## src/rtl/seg7_scan_if.sv

```systemverilog
// seg7_scan_if
//   Bundles the digit/control load bus and the display pin outputs of
//   seg7_scan_driver so the driver and its user share one connection.
//   load      : 1-cycle strobe capturing the *_in buses
//   digits_in : 4-bit hex value per digit, digit i = [4i+3:4i]
//   dp_in     : decimal point on, per digit
//   en_in     : digit enable (0 = dark)
//   blink_in  : digit blinks when set
//   load_ack  : 1-cycle pulse when a load is committed to the display
//   an        : anode selects, active low
//   seg       : {g,f,e,d,c,b,a}, active low
//   dp        : decimal point, active low
//   slot_idx  : digit index currently scanned
//   Modports: master = bus user (drives loads), slave = display driver.
interface seg7_scan_if #(
    parameter int unsigned NUM_DIGITS = 8
) ();
    logic                    load;
    logic [4*NUM_DIGITS-1:0] digits_in;
    logic [NUM_DIGITS-1:0]   dp_in;
    logic [NUM_DIGITS-1:0]   en_in;
    logic [NUM_DIGITS-1:0]   blink_in;
    logic                    load_ack;
    logic [NUM_DIGITS-1:0]   an;
    logic [6:0]              seg;
    logic                    dp;
    logic [2:0]              slot_idx;

    modport master (
        output load, digits_in, dp_in, en_in, blink_in,
        input  load_ack, an, seg, dp, slot_idx
    );

    modport slave (
        input  load, digits_in, dp_in, en_in, blink_in,
        output load_ack, an, seg, dp, slot_idx
    );
endinterface

```

## src/rtl/seg7_scan_driver.sv

```systemverilog
// seg7_scan_driver
//   Drives a multiplexed common-anode 7-segment bank. A load strobe captures
//   the digit/control buses into a pending buffer, which is committed to the
//   active buffer only at a slot boundary so a digit never changes mid-slot.
//   Each digit slot starts with a blanking dead time to avoid ghosting;
//   blinking digits are darkened during blink phase 1. All pins registered.
//   Ports:
//     clk  : system clock
//     rst  : synchronous active-high reset
//     bus  : seg7_scan_if.slave (load bus in, an/seg/dp/slot_idx/load_ack out)
module seg7_scan_driver #(
    parameter int unsigned NUM_DIGITS  = 8,
    parameter int unsigned REFRESH_CNT = 100_000,
    parameter int unsigned BLANK_CNT   = 1_000,
    parameter int unsigned BLINK_CNT   = 25_000_000
) (
    input logic        clk,
    input logic        rst,
    seg7_scan_if.slave bus
);

    localparam int unsigned CNT_W = (REFRESH_CNT > 1) ? $clog2(REFRESH_CNT) : 1;
    localparam int unsigned BLK_W = (BLINK_CNT > 1) ? $clog2(BLINK_CNT) : 1;
    localparam int unsigned IDX_W = (NUM_DIGITS > 1) ? $clog2(NUM_DIGITS) : 1;

    localparam logic [CNT_W-1:0] CNT_LAST  = CNT_W'(REFRESH_CNT - 1);
    localparam logic [CNT_W-1:0] BLANK_END = CNT_W'(BLANK_CNT);
    localparam logic [BLK_W-1:0] BLK_LAST  = BLK_W'(BLINK_CNT - 1);
    localparam logic [IDX_W-1:0] IDX_LAST  = IDX_W'(NUM_DIGITS - 1);

    typedef struct packed {
        logic [4*NUM_DIGITS-1:0] digits;
        logic [NUM_DIGITS-1:0]   dp;
        logic [NUM_DIGITS-1:0]   en;
        logic [NUM_DIGITS-1:0]   blink;
    } disp_buf_t;

    function automatic logic [6:0] hex_to_seg(input logic [3:0] v);
        logic [6:0] s;
        case (v)
            4'h0: s = 7'h40;
            4'h1: s = 7'h79;
            4'h2: s = 7'h24;
            4'h3: s = 7'h30;
            4'h4: s = 7'h19;
            4'h5: s = 7'h12;
            4'h6: s = 7'h02;
            4'h7: s = 7'h78;
            4'h8: s = 7'h00;
            4'h9: s = 7'h10;
            4'hA: s = 7'h08;
            4'hB: s = 7'h03;
            4'hC: s = 7'h46;
            4'hD: s = 7'h21;
            4'hE: s = 7'h06;
            default: s = 7'h0E;
        endcase
        return s;
    endfunction

    logic [CNT_W-1:0]      cnt_q, cnt_d;
    logic [IDX_W-1:0]      idx_q, idx_d;
    logic [BLK_W-1:0]      blink_cnt_q, blink_cnt_d;
    logic                  blink_phase_q, blink_phase_d;
    disp_buf_t             pend_q, pend_d;
    logic                  pend_valid_q, pend_valid_d;
    disp_buf_t             act_q, act_d;
    logic                  load_ack_q, load_ack_d;
    logic [NUM_DIGITS-1:0] an_q, an_d;
    logic [6:0]            seg_q, seg_d;
    logic                  dp_q, dp_d;
    logic [2:0]            slot_idx_q, slot_idx_d;

    logic [3:0] sel_digit;
    logic       sel_dp;
    logic       sel_en;
    logic       sel_blink;

    // Active-buffer fields of the digit currently being scanned.
    always_comb begin
        sel_digit = '0;
        sel_dp    = 1'b0;
        sel_en    = 1'b0;
        sel_blink = 1'b0;
        for (int unsigned i = 0; i < NUM_DIGITS; i++) begin
            if (idx_q == IDX_W'(i)) begin
                sel_digit = act_q.digits[4*i +: 4];
                sel_dp    = act_q.dp[i];
                sel_en    = act_q.en[i];
                sel_blink = act_q.blink[i];
            end
        end
    end

    always_comb begin
        logic boundary;
        logic blink_wrap;
        logic commit;
        logic lit;

        boundary   = (cnt_q == CNT_LAST);
        blink_wrap = (blink_cnt_q == BLK_LAST);
        commit     = boundary & pend_valid_q;

        cnt_d = boundary ? '0 : cnt_q + 1'b1;
        idx_d = idx_q;
        if (boundary) begin
            idx_d = (idx_q == IDX_LAST) ? '0 : idx_q + 1'b1;
        end

        blink_cnt_d   = blink_wrap ? '0 : blink_cnt_q + 1'b1;
        blink_phase_d = blink_phase_q ^ blink_wrap;

        // A load on the commit cycle: the old pending data goes active while
        // the new data is captured and stays pending for the next boundary.
        act_d        = commit ? pend_q : act_q;
        pend_d       = pend_q;
        pend_valid_d = pend_valid_q & ~commit;
        if (bus.load) begin
            pend_d.digits = bus.digits_in;
            pend_d.dp     = bus.dp_in;
            pend_d.en     = bus.en_in;
            pend_d.blink  = bus.blink_in;
            pend_valid_d  = 1'b1;
        end
        load_ack_d = commit;

        an_d       = '1;
        seg_d      = 7'h7F;
        dp_d       = 1'b1;
        slot_idx_d = 3'(idx_q);
        lit        = sel_en & ~(sel_blink & blink_phase_q);
        if ((cnt_q >= BLANK_END) && lit) begin
            for (int unsigned i = 0; i < NUM_DIGITS; i++) begin
                an_d[i] = (idx_q != IDX_W'(i));
            end
            seg_d = hex_to_seg(sel_digit);
            dp_d  = ~sel_dp;
        end
    end

    always_ff @(posedge clk) begin
        if (rst) begin
            cnt_q         <= '0;
            idx_q         <= '0;
            blink_cnt_q   <= '0;
            blink_phase_q <= 1'b0;
            pend_q        <= '0;
            pend_valid_q  <= 1'b0;
            act_q         <= '0;
            load_ack_q    <= 1'b0;
            an_q          <= '1;
            seg_q         <= 7'h7F;
            dp_q          <= 1'b1;
            slot_idx_q    <= '0;
        end else begin
            cnt_q         <= cnt_d;
            idx_q         <= idx_d;
            blink_cnt_q   <= blink_cnt_d;
            blink_phase_q <= blink_phase_d;
            pend_q        <= pend_d;
            pend_valid_q  <= pend_valid_d;
            act_q         <= act_d;
            load_ack_q    <= load_ack_d;
            an_q          <= an_d;
            seg_q         <= seg_d;
            dp_q          <= dp_d;
            slot_idx_q    <= slot_idx_d;
        end
    end

    assign bus.load_ack = load_ack_q;
    assign bus.an       = an_q;
    assign bus.seg      = seg_q;
    assign bus.dp       = dp_q;
    assign bus.slot_idx = slot_idx_q;

endmodule

```

## src/flat_wrapper.sv

```systemverilog
// flat-port wrapper written by rule: the top's interface ports become plain ports
module seg7_scan_driver_flat 
#(
    parameter int unsigned NUM_DIGITS  = 8,
    parameter int unsigned REFRESH_CNT = 100_000,
    parameter int unsigned BLANK_CNT   = 1_000,
    parameter int unsigned BLINK_CNT   = 25_000_000
)
  (clk, rst, bus_load, bus_digits_in, bus_dp_in, bus_en_in, bus_blink_in, bus_load_ack, bus_an, bus_seg, bus_dp, bus_slot_idx);
  seg7_scan_if #(.NUM_DIGITS(NUM_DIGITS)) bus_i ();
  input logic clk;
  input logic rst;
  input wire logic [$bits(bus_i.load)-1:0] bus_load;
  input wire logic [$bits(bus_i.digits_in)-1:0] bus_digits_in;
  input wire logic [$bits(bus_i.dp_in)-1:0] bus_dp_in;
  input wire logic [$bits(bus_i.en_in)-1:0] bus_en_in;
  input wire logic [$bits(bus_i.blink_in)-1:0] bus_blink_in;
  output wire logic [$bits(bus_i.load_ack)-1:0] bus_load_ack;
  output wire logic [$bits(bus_i.an)-1:0] bus_an;
  output wire logic [$bits(bus_i.seg)-1:0] bus_seg;
  output wire logic [$bits(bus_i.dp)-1:0] bus_dp;
  output wire logic [$bits(bus_i.slot_idx)-1:0] bus_slot_idx;
  assign bus_i.load = bus_load;
  assign bus_i.digits_in = bus_digits_in;
  assign bus_i.dp_in = bus_dp_in;
  assign bus_i.en_in = bus_en_in;
  assign bus_i.blink_in = bus_blink_in;
  assign bus_load_ack = bus_i.load_ack;
  assign bus_an = bus_i.an;
  assign bus_seg = bus_i.seg;
  assign bus_dp = bus_i.dp;
  assign bus_slot_idx = bus_i.slot_idx;
  seg7_scan_driver #(.NUM_DIGITS(NUM_DIGITS), .REFRESH_CNT(REFRESH_CNT), .BLANK_CNT(BLANK_CNT), .BLINK_CNT(BLINK_CNT)) u_core (.clk(clk), .rst(rst), .bus(bus_i));
endmodule
```

## config.mk

```make
export PLATFORM = sky130hd
export DESIGN_NAME = seg7_scan_driver_flat
export DESIGN_NICKNAME = d
export VERILOG_FILES = /design/src/rtl/seg7_scan_if.sv /design/src/rtl/seg7_scan_driver.sv /design/src/flat_wrapper.sv
export SDC_FILE = /design/constraint.sdc
export NUM_CORES = 1
export LEC_CHECK = 0
export CAP_MARGIN = 5
export CORE_UTILIZATION = 30
export CTS_CLUSTER_SIZE = 20
export DETAILED_ROUTE_END_ITERATION = 16
export PLACE_DENSITY = 0.56
export SLEW_MARGIN = 20
export SYNTH_ARGS = -nofsm -noshare
export SYNTH_HDL_FRONTEND = slang
export SYNTH_SLANG_ARGS = --single-unit
export TNS_END_PERCENT = 10
```

## constraint.sdc

```tcl
create_clock -name clk -period 4.15 [get_ports clk]
set_clock_uncertainty 0.15 [all_clocks]
set_input_delay 1.245 -clock clk [delete_from_list [all_inputs] [get_ports clk]]
set_output_delay 1.245 -clock clk [all_outputs]
set_load 0.01 [all_outputs]
```

==> flow_metrics.tcl <==
set metrics [dict create \
    status "completed" \
    slew-limit-headroom 0.3484 \
    cap_violations 0 \
    grt_pass1_wl_um 28350 \
    syn_area_per_cell_um2 8.894 \
    powerDensity_nw_per_um2 401.1 \
    grt-ovfl-total 0 \
    htree_levels 4 \
    nets 980 \
    cp_top_family "compound AO/OA/AOI/OAI gates" \
    gp_congestion 0.8814 \
    routed_wl_um 17400 \
    core.rowCount 57 \
    antenna_found_initial 0 \
    fin_setup_tns_ns 0 \
    cts_made_buffers 17 \
    dieArea_um2 26050 \
    critPathLaunchType "flip-flop" \
    yosysWarnings 0 \
    synth-edff-count 0 \
    critPathSlowestCell "o31ai_1" \
    drt_iter0_markers 368 \
    ctsLongestPathBuffers 2 \
    postRouteAntennaNets 0 \
    async_reset_ff_frac 0 \
    wire_per_inst_um 13.98 \
    post-route-period-util 0.8710 \
    dp_hpwl_um 11770 \
    synth-seq-cells 179 \
    cp.arrival_ns 3.82 \
    ir_drop_mv 0.2224 \
    drtPass1Iterations 5 \
    cts_hold_buffers 0 \
    hold_viol_final 0 \
    syn_to_final_growth_pct 20.67 \
    fin_crit_ns 3.615 \
    hold_path_class "flip-flop to flip-flop" \
    path_cells "inv_1 -> ha_1 -> nor2b_1 -> nand3_1 -> a22o_1 -> o31ai_1 -> inv_1 -> ha_1 -> nor3_1 -> a211oi_1 -> o21ai_0" \
    insertion_delay_ns 0.43 \
    grt_max_degree 58 \
    post-place-ws_ns 0.6596 \
    p_leak_uw 0.003348 \
    cts_setup_buffers 0 \
    slew_violations 0 \
    layout_setup_ws_ns 0.5355 \
    io_pins 79 \
    synthesis.area_um2 7622 \
    synth_cell_type_count 54 \
    finalSetupViolations 0 \
    viasPerCell 4.678 \
    tightest_slew_ns 0.9774 \
    crit_fanout 24 \
    rsz0062_at_grt "false" \
    vias 5824 \
    grt_usage 0.1358 \
    syn_nets 929 \
    critPathBufInv 2 \
    fmax_mhz 276.7 \
    cpPeakStageDelay_ns 0.67 \
    drive_gt1_frac 0.1173 \
    grt_pass1_vias 5550 \
    worstSetupPathType "flip-flop to flip-flop" \
    core_um2 24600 \
    start_util 0.3098 \
    synthCells 857 \
    die_x_um 161.4 \
    cp-end-kind "flip-flop" \
    insertedDiodeCount 0 \
    ctsResizeCount 0 \
    ys.flop_type "dfxtp_1" \
    clk_pin_slew_ns 0.07 \
    seq_area_frac_synth 0.4701 \
    route.detailed.drc 0 \
    worst_ep_required_time_ns 4.35 \
    die_height_um 161.4 \
    cts-root-buf "clkbuf_16" \
    port_buffers 78 \
    cts_tree "built" \
    cts_sinks 179 \
]
metal layers:
metal  vias up  share of wire  global-route usage
li1       2975              -                   -
met1      2729           0.50              0.1870
met2       108           0.45              0.2120
met3        12          0.034             0.02594
met4         0          0.011             0.04545
met5         -              0                   0
synth_stat cells, drive strengths merged (9+ instances only):
| master | count | share of area |
|---|---|---|
| a21oi | 81 | 0.073 |
| buf | 30 | 0.027 |
| clkbuf | 21 | 0.010 |
| dfxtp | 179 | 0.47 |
| ha | 13 | 0.021 |
| inv | 16 | 0.0079 |
| mux2i | 58 | 0.076 |
| nand2 | 159 | 0.085 |
| nand3 | 26 | 0.017 |
| nand4 | 9 | 0.0074 |
| nor2 | 119 | 0.059 |
| o21ai | 16 | 0.011 |
| xnor2 | 12 | 0.014 |
| xor2 | 25 | 0.029 |
placed cells by master, fill, tap and decap left out, types with 3 or more instances in the layout:
| cell | count |
|---|---|
| inv_1 | 16 |
| xor2_1 | 25 |
| nand4_1 | 9 |
| buf_4 | 7 |
| nor4_1 | 4 |
| clkinv_2 | 3 |
| nand2_1 | 138 |
| a22o_1 | 5 |
| dfxtp_1 | 179 |
| nor3b_1 | 5 |
| and3_1 | 7 |
| nand2b_1 | 4 |
| a211oi_1 | 3 |
| or3_1 | 4 |
| o21ai_0 | 15 |
| mux2i_1 | 58 |
| bufinv_16 | 4 |
| o211ai_1 | 3 |
| nand3b_1 | 8 |
| and2_1 | 4 |
| nand2_2 | 20 |
| a21oi_1 | 41 |
| clkbuf_16 | 17 |
| and4_1 | 8 |
| ha_1 | 13 |
| nand3_1 | 26 |
| xnor2_1 | 12 |
| nor2_1 | 119 |
| nor3_1 | 5 |
| a21oi_2 | 40 |
| nor2b_1 | 5 |
| inv_6 | 5 |
| o221ai_1 | 5 |
| clkdlybuf4s50_1 | 76 |
logic make-up after synthesis:
kind of cell,after synthesis,synth area share
compound gates,129,0.1192
xor+xnor,37,0.04251
fa+ha+maj,13,0.02134
buf+inv,67,0.04547
flops,179,0.4701
mux,58,0.07617
simple gates,374,0.2252
cell type report:
type | instances | area, um2
Fill cell | 2528 | 15410
Multi-Input combinational cell | 611 | 3700
Clock inverter | 14 | 196.4
Inverter | 16 | 60.06
Timing Repair Buffer | 83 | 813.3
Clock buffer | 18 | 439.2
Tap cell | 324 | 405.4
Sequential cell | 179 | 3583
flip-flops by register name, indices dropped and copies added, names as in the netlist:
register / count
u_core.act_q: 56
u_core.blink_cnt_q: 25
u_core.blink_phase_q: 1
u_core.bus.an: 8
u_core.bus.dp: 1
u_core.bus.load_ack: 1
u_core.bus.seg: 7
u_core.bus.slot_idx: 3
u_core.cnt_q: 17
u_core.idx_q: 3
u_core.pend_q: 56
u_core.pend_valid_q: 1
worst min-delay path: stages (launching register included):
cell and delay (ns):
dfxtp_1 0.31, nand2_1 0.05, a21oi_1 0.05
worst paths after layout:
check             cells after the start  slack, ns                 to              from
hold reg to reg                       2       0.31    u_core.act_q[7]  u_core.pend_q[7]
setup reg to reg                     11       0.54  u_core.bus.seg[3]   u_core.idx_q[1]
setup / recovery                     11       0.54  u_core.bus.seg[3]   u_core.idx_q[1]
hold / removal                        2       0.31    u_core.act_q[7]  u_core.pend_q[7]
where the power goes:
part / total [uW] / internal (uW) / leakage (uW) / switching (uW)
clock: 1740 / 1030 / 0.000316 / 710
sequential: 1780 / 1760 / 0.00146 / 26.8
combinational: 163 / 88.4 / 0.00158 / 74.9
metrics by stage:
step	cells	utilization	power, uW	hold slack [ns]	area, um2
2_1_floorplan	857	-	1907	0.2812	7622
3_3_place_gp	1213	0.3478	1984	0.2950	8557
6_report	1245	0.3738	3689	0.3051	9198
3_5_place_dp	1213	0.3478	1987	0.2959	8557
5_1_grt	1245	0.3738	3820	0.3186	9198
4_1_cts	1245	0.3736	3734	0.3071	9193
(Power assumes the default switching activity.)
